==> src/rtl/branch_pred_pkg.sv <==
// ============================================================================
// Module      : branch_pred_pkg
// Description : Shared constants, width helpers, counter encodings and the
//               default BTB entry layout for the branch predictor.
// Revision    : 1.0 - initial release
// ============================================================================
`default_nettype none

package branch_pred_pkg;

    localparam int ENTRIES_DEFAULT = 16;
    localparam int PC_W_DEFAULT    = 32;

    function automatic int calc_idx_w(input int entries);
        return (entries > 1) ? $clog2(entries) : 1;
    endfunction

    // Instructions are word aligned, so pc[1:0] is never part of index or tag.
    function automatic int calc_tag_w(input int entries, input int pc_w);
        return pc_w - calc_idx_w(entries) - 2;
    endfunction

    localparam int IDX_W = calc_idx_w(ENTRIES_DEFAULT);
    localparam int TAG_W = calc_tag_w(ENTRIES_DEFAULT, PC_W_DEFAULT);

    localparam logic [1:0] SNT = 2'b00;
    localparam logic [1:0] WNT = 2'b01;
    localparam logic [1:0] WT  = 2'b10;
    localparam logic [1:0] ST  = 2'b11;

    typedef struct packed {
        logic                    valid;
        logic [TAG_W-1:0]        tag;
        logic [PC_W_DEFAULT-1:0] target;
        logic [1:0]              ctr;
    } bp_entry_t;

endpackage

`default_nettype wire

==> src/rtl/sat_counter2.sv <==
// ============================================================================
// Module      : sat_counter2
// Description : Next-state logic of a 2-bit saturating branch counter.
// Revision    : 1.0 - initial release
// ============================================================================
`default_nettype none

module sat_counter2
    import branch_pred_pkg::*;
(
    input  logic [1:0] i_state,
    input  logic       i_taken,
    output logic [1:0] o_next_state
);

    always_comb begin
        o_next_state = i_state;
        if (i_taken) begin
            if (i_state != ST) begin
                o_next_state = i_state + 2'd1;
            end
        end else begin
            if (i_state != SNT) begin
                o_next_state = i_state - 2'd1;
            end
        end
    end

endmodule

`default_nettype wire

==> src/rtl/branch_predictor.sv <==
// ============================================================================
// Module      : branch_predictor
// Description : Direct-mapped BTB with 2-bit counters, combinational lookup,
//               mispredict redirect and saturating statistics.
// Revision    : 1.0 - initial release
// ============================================================================
`default_nettype none

module branch_predictor
    import branch_pred_pkg::*;
#(
    parameter int ENTRIES = ENTRIES_DEFAULT,
    parameter int PC_W    = PC_W_DEFAULT
) (
    input  logic            clk,
    input  logic            rst,
    input  logic [PC_W-1:0] lookup_pc,
    output logic            pred_taken,
    output logic [PC_W-1:0] pred_target,
    input  logic            upd_valid,
    input  logic [PC_W-1:0] upd_pc,
    input  logic            upd_taken,
    input  logic [PC_W-1:0] upd_target,
    input  logic            upd_pred_taken,
    input  logic [PC_W-1:0] upd_pred_target,
    output logic            redirect_valid,
    output logic [PC_W-1:0] redirect_pc,
    output logic [15:0]     stat_branches,
    output logic [15:0]     stat_mispredicts
);

    localparam int BP_IDX_W = calc_idx_w(ENTRIES);
    localparam int BP_TAG_W = calc_tag_w(ENTRIES, PC_W);
    localparam logic [15:0] C_STAT_MAX = 16'hFFFF;

    typedef struct packed {
        logic                valid;
        logic [BP_TAG_W-1:0] tag;
        logic [PC_W-1:0]     target;
        logic [1:0]          ctr;
    } entry_t;

    entry_t      table_q [ENTRIES];
    entry_t      table_d [ENTRIES];
    logic [15:0] branches_q;
    logic [15:0] branches_d;
    logic [15:0] mispredicts_q;
    logic [15:0] mispredicts_d;

    logic [BP_IDX_W-1:0] w_lk_idx;
    logic [BP_TAG_W-1:0] w_lk_tag;
    entry_t              w_lk_entry;
    logic                w_lk_hit;

    logic [BP_IDX_W-1:0] w_up_idx;
    logic [BP_TAG_W-1:0] w_up_tag;
    entry_t              w_up_entry;
    logic                w_up_hit;
    logic [1:0]          w_ctr_next;
    logic                w_unused;

    // ------------------------------------------------------------------
    // Lookup reads the registered table only, so a same-cycle update at
    // the same index is not forwarded.
    // ------------------------------------------------------------------
    assign w_lk_idx   = lookup_pc[BP_IDX_W+1:2];
    assign w_lk_tag   = lookup_pc[PC_W-1:BP_IDX_W+2];
    assign w_lk_entry = table_q[w_lk_idx];
    assign w_lk_hit   = w_lk_entry.valid && (w_lk_entry.tag == w_lk_tag);

    assign pred_taken  = w_lk_hit && w_lk_entry.ctr[1];
    assign pred_target = pred_taken ? w_lk_entry.target : lookup_pc + PC_W'(4);

    assign w_up_idx   = upd_pc[BP_IDX_W+1:2];
    assign w_up_tag   = upd_pc[PC_W-1:BP_IDX_W+2];
    assign w_up_entry = table_q[w_up_idx];
    assign w_up_hit   = w_up_entry.valid && (w_up_entry.tag == w_up_tag);

    assign w_unused = ^{lookup_pc[1:0], upd_pc[1:0]};

    sat_counter2 u_sat_counter2 (
        .i_state      (w_up_entry.ctr),
        .i_taken      (upd_taken),
        .o_next_state (w_ctr_next)
    );

    assign redirect_valid = upd_valid &&
                            ((upd_taken != upd_pred_taken) ||
                             (upd_taken && (upd_target != upd_pred_target)));
    assign redirect_pc    = upd_taken ? upd_target : upd_pc + PC_W'(4);

    always_comb begin
        table_d = table_q;
        if (upd_valid) begin
            if (w_up_hit) begin
                table_d[w_up_idx].ctr = w_ctr_next;
                if (upd_taken) begin
                    table_d[w_up_idx].target = upd_target;
                end
            end else if (upd_taken) begin
                // Allocation evicts whatever aliased into this slot.
                table_d[w_up_idx].valid  = 1'b1;
                table_d[w_up_idx].tag    = w_up_tag;
                table_d[w_up_idx].target = upd_target;
                table_d[w_up_idx].ctr    = WT;
            end
        end
    end

    always_comb begin
        branches_d    = branches_q;
        mispredicts_d = mispredicts_q;
        if (upd_valid && (branches_q != C_STAT_MAX)) begin
            branches_d = branches_q + 16'd1;
        end
        if (redirect_valid && (mispredicts_q != C_STAT_MAX)) begin
            mispredicts_d = mispredicts_q + 16'd1;
        end
    end

    always_ff @(posedge clk) begin
        if (rst) begin
            for (int i = 0; i < ENTRIES; i++) begin
                table_q[i].valid  <= 1'b0;
                table_q[i].tag    <= '0;
                table_q[i].target <= '0;
                table_q[i].ctr    <= WNT;
            end
            branches_q    <= 16'd0;
            mispredicts_q <= 16'd0;
        end else begin
            table_q       <= table_d;
            branches_q    <= branches_d;
            mispredicts_q <= mispredicts_d;
        end
    end

    assign stat_branches    = branches_q;
    assign stat_mispredicts = mispredicts_q;

endmodule

`default_nettype wire

==> config.mk <==
export PLATFORM = sky130hd
export DESIGN_NAME = branch_predictor
export DESIGN_NICKNAME = d
export VERILOG_FILES = /design/src/rtl/branch_pred_pkg.sv /design/src/rtl/sat_counter2.sv /design/src/rtl/branch_predictor.sv
export SDC_FILE = /design/constraint.sdc
export NUM_CORES = 2
export LEC_CHECK = 0
export CAP_MARGIN = 30
export CORE_MARGIN = 10
export CORE_UTILIZATION = 45
export DETAILED_ROUTE_END_ITERATION = 10
export HOLD_SLACK_MARGIN = 0.08
export MAX_ROUTING_LAYER = met4
export PLACE_DENSITY = 0.71
export SETUP_SLACK_MARGIN = 0.05
export SYNTH_ARGS = -nofsm -noshare
export SYNTH_HDL_FRONTEND = slang
export SYNTH_SLANG_ARGS = --single-unit
==> constraint.sdc <==
create_clock -name clk -period 12.5 [get_ports clk]
set_clock_uncertainty 0.1 [all_clocks]
set_input_delay 1.875 -clock clk [delete_from_list [all_inputs] [get_ports clk]]
set_output_delay 1.875 -clock clk [all_outputs]
set_load 0.02 [all_outputs]
==> flow_metrics.tcl <==
set metrics [dict create \
    clk_latency_ns 0.71 \
    start_util_pct 45.3 \
    switching_share_pct 25.7 \
    synth-seq-area-share_pct 40.2 \
    syn_inst 5698 \
    rows 122 \
    drive_gt1_share_pct 14.4 \
    grt-ovfl-total 0 \
    coreArea_um2 111000 \
    postCtsSetupBuffers 0 \
    place.gp.congestion 0.957 \
    wl_mm 201 \
    slowest_delay_ns 0.64 \
    fin_nets 5635 \
    first_iter_violations 9081 \
    required_ns 10.52 \
    syn_area_um2 50200 \
    crit_cells 11 \
    synthTopCellsByArea "dfxtp_1, mux4_2, a21oi_1" \
    grt_pass1_vias 44461 \
    power_frac_clock_pct 45.9 \
    startpoint "lookup_pc[2]" \
    clock-sinks 1008 \
    cts_buffers 104 \
    hold_ws_ns 0.352 \
    slowest_stage "buf_8" \
    wl_per_cell_um 28.4 \
    fin_crit_sh_pct 72.1 \
    grt_setup_unrepaired "false" \
    hold_buffers 0 \
    clkSlewWorstSetupHoldPaths_ns 0.06 \
    criticalPathCategory "primary input to output port" \
    ir_drop_v 0.000137 \
    grt_pass1_wl_mm 292 \
    slew_headroom_pct 21.9 \
    arrival_ns 7.04 \
    ant_nets 0 \
    r2r_end "table_q[794]" \
    path_buf_inv 4 \
    worst_pin_slew_ns 1.17 \
    power.internal_mw 5.33 \
    ys_warn_count 0 \
    ys_ff_latch 1008 \
    firstDrtPassIters 8 \
    cts_tree "built" \
    hold_path.class "flop to flop" \
    area_growth_pct 13.0 \
    htreeDepth 3 \
    clk_path_buf_depth 3 \
    rr_startpoint "table_q[220]" \
    reg2reg_depth 10 \
    die_h_um 354 \
    ios 231 \
    ff2ff_setup_slack_ns 7.47 \
    grt_max_degree 229 \
    power_switching_mw 1.84 \
    status "completed" \
    start_kind "primary input" \
    synth_nets 5839 \
    yosysTopAreaCellShare_pct 40.2 \
    yosys.area.top_type "dfxtp_1" \
    power.share.sequential_pct 45.4 \
    die_x_um 354 \
    p_leak_nw 17.9 \
    grt_util_all_layers_pct 31.3 \
    via_per_inst 6.67 \
    synth_ff_type "dfxtp_1" \
    slew_violations 0 \
    finalSetupViolations 0 \
    cp_max_fo 86 \
    cp_top_family "buffers and inverters" \
    setup_tns_ns 0 \
    antenna_found_initial 18 \
    die-area_um2 125000 \
    endpoint "pred_target[29]" \
    dpl.hpwl_mm 115 \
    worst_path_most_repeated_cell "mux4_2" \
    io_buffer_count 230 \
    period_needed_ns 9.01 \
    place_worst_setup_slack_ns 3.55 \
    cts.repair.resized 0 \
    power.density_nw_per_um2 127 \
    setup_ws_ns 3.49 \
    fmax_mhz 111 \
    num_vias 47318 \
    synth_enable_flop_cells 0 \
    path_cells "buf_8 -> buf_12 -> mux4_2 -> mux4_2 -> xnor2_1 -> nand4_1 -> nor3_1 -> nand3_2 -> buf_16 -> mux2_2 -> clkdlybuf4s50_1" \
    drv_cap 0 \
    ys_async_sr_fraction_pct 0 \
    remaining_drc_errors 0 \
    cts_root_buffer "clkbuf_16" \
    end_kind "output port" \
    final_core_util_pct 51.2 \
    combPwrFrac_pct 8.7 \
    synth.distinct_cells 60 \
    hold_viol 0 \
    post_synth.cell_area_avg_um2 8.80 \
    n_fill_cell 9890 \
]
worst min path at each step:
stage | from | to | slack (ns) | cells past startpoint
floorplan | table_q[124] | table_q[124] | 0.33 | 2
global placement | table_q[89] | table_q[89] | 0.34 | 2
detailed placement | table_q[500] | table_q[500] | 0.34 | 2
CTS | table_q[22] | table_q[22] | 0.35 | 2
global route | table_q[682] | table_q[682] | 0.37 | 2
finish | table_q[22] | table_q[22] | 0.35 | 2
sequential cells by signal (all words and copies together) (netlist names):
register	cells
stat_branches	16
stat_mispredicts	16
table_q	976
cell usage after synthesis, types with 3 or more instances:
library cell  number
mux2i_1           63
a21oi_1          958
xnor2_1           89
nor2_1           100
o22ai_1            8
a211oi_1           4
o31ai_1            5
o21ai_2           10
dfxtp_1         1008
a221oi_2          10
a221oi_1          12
o21ai_1            4
or3_1              8
ha_1               8
nor3_1             6
nand3_1          462
a31oi_1           10
buf_4             18
and4_1             8
nand2b_1           3
nand4_1           29
and2_1             6
nor4_1            11
o21ai_0          461
inv_1             29
and3_1            23
a221o_1           16
buf_2             50
buf_6              4
nand2_1         1139
nor2b_1            3
mux2_2            50
xor2_1            82
clkbuf_2          34
clkbuf_1         469
inv_2              3
or4_1              3
buf_1             73
mux4_2           390
worst register-to-register path: stages, from the launching register on:
cell and delay (ns):
dfxtp_1 0.32, and2_1 0.13, a2111oi_0 0.73, nor4_1 0.12
nor4_1 0.53, a31oi_1 0.16, a211oi_1 0.32, and4_4 0.76
buf_12 0.62, and2_1 0.88, a221oi_1 0.17
per-stage QoR:
stage	power [mW]	area, µm²	std cells
after floorplan	3.67	50200	5698
after global placement	3.92	52700	6864
after detailed placement	3.92	53000	6873
after CTS	7.14	56600	7067
after global routing	7.31	56700	7087
final	7.17	56700	7092
layout make-up:
type / count / area [µm²] / share of cell area [%]
antenna: 22 / 55.1 / 0.0971
clock buffer: 136 / 2930 / 5.17
clock inverter: 58 / 671 / 1.18
inverter: 33 / 125 / 0.221
multi-input combinational: 4009 / 27500 / 48.5
sequential: 1008 / 20200 / 35.6
tap: 1488 / 1860 / 3.28
timing repair buffer: 338 / 3400 / 5.99
cells by family (layout without fill, tap and decap cells):
| logic type | count (synthesis) | after routing | synth area share, % |
|---|---|---|---|
| compound gates | 1519 | 1519 | 15.9 |
| fa+ha+maj | 10 | 10 | 0.239 |
| xor+xnor | 171 | 171 | 2.99 |
| other cells | 0 | 22 | 0 |
| buf+inv | 681 | 565 | 5.50 |
| mux | 503 | 503 | 19.9 |
| flops | 1008 | 1008 | 40.2 |
| simple gates | 1806 | 1806 | 15.2 |
cells in the final DEF (no fill, tap or decap), types with 21 or more instances in the layout:
cell type,netlist,layout
nand2_1,1139,1123
nand3_1,462,461
clkbuf_8,0,21
a21oi_1,958,958
xnor2_1,89,89
xor2_1,82,82
diode_2,0,22
inv_1,29,28
o21ai_0,461,461
buf_4,18,93
nor2_1,100,85
mux2i_1,63,63
and3_1,23,22
clkdlybuf4s50_1,0,220
clkbuf_16,0,104
mux2_2,50,50
nand4_1,29,29
mux4_2,390,390
clkinv_2,0,37
dfxtp_1,1008,1008
routing by layer:
layer	track usage, %	vias up	wire (µm)	part of all wire, %
li1	-	19776	-	-
met1	38.4	22709	70800	35
met2	44.4	3874	85400	42
met3	8.81	959	29000	14
met4	21.2	0	16300	8.1
met5	-	-	0	0
power groups by stage:
stage | logic, mW | registers, mW | clock network (mW)
2_1_floorplan | 0.352 | 3.32 | 0
3_3_place_gp | 0.592 | 3.32 | 0
3_5_place_dp | 0.598 | 3.32 | 0
4_1_cts | 0.601 | 3.25 | 3.29
5_1_grt | 0.639 | 3.25 | 3.41
6_report | 0.626 | 3.25 | 3.29
No activity file was read; power rests on OpenSTA's default activity.
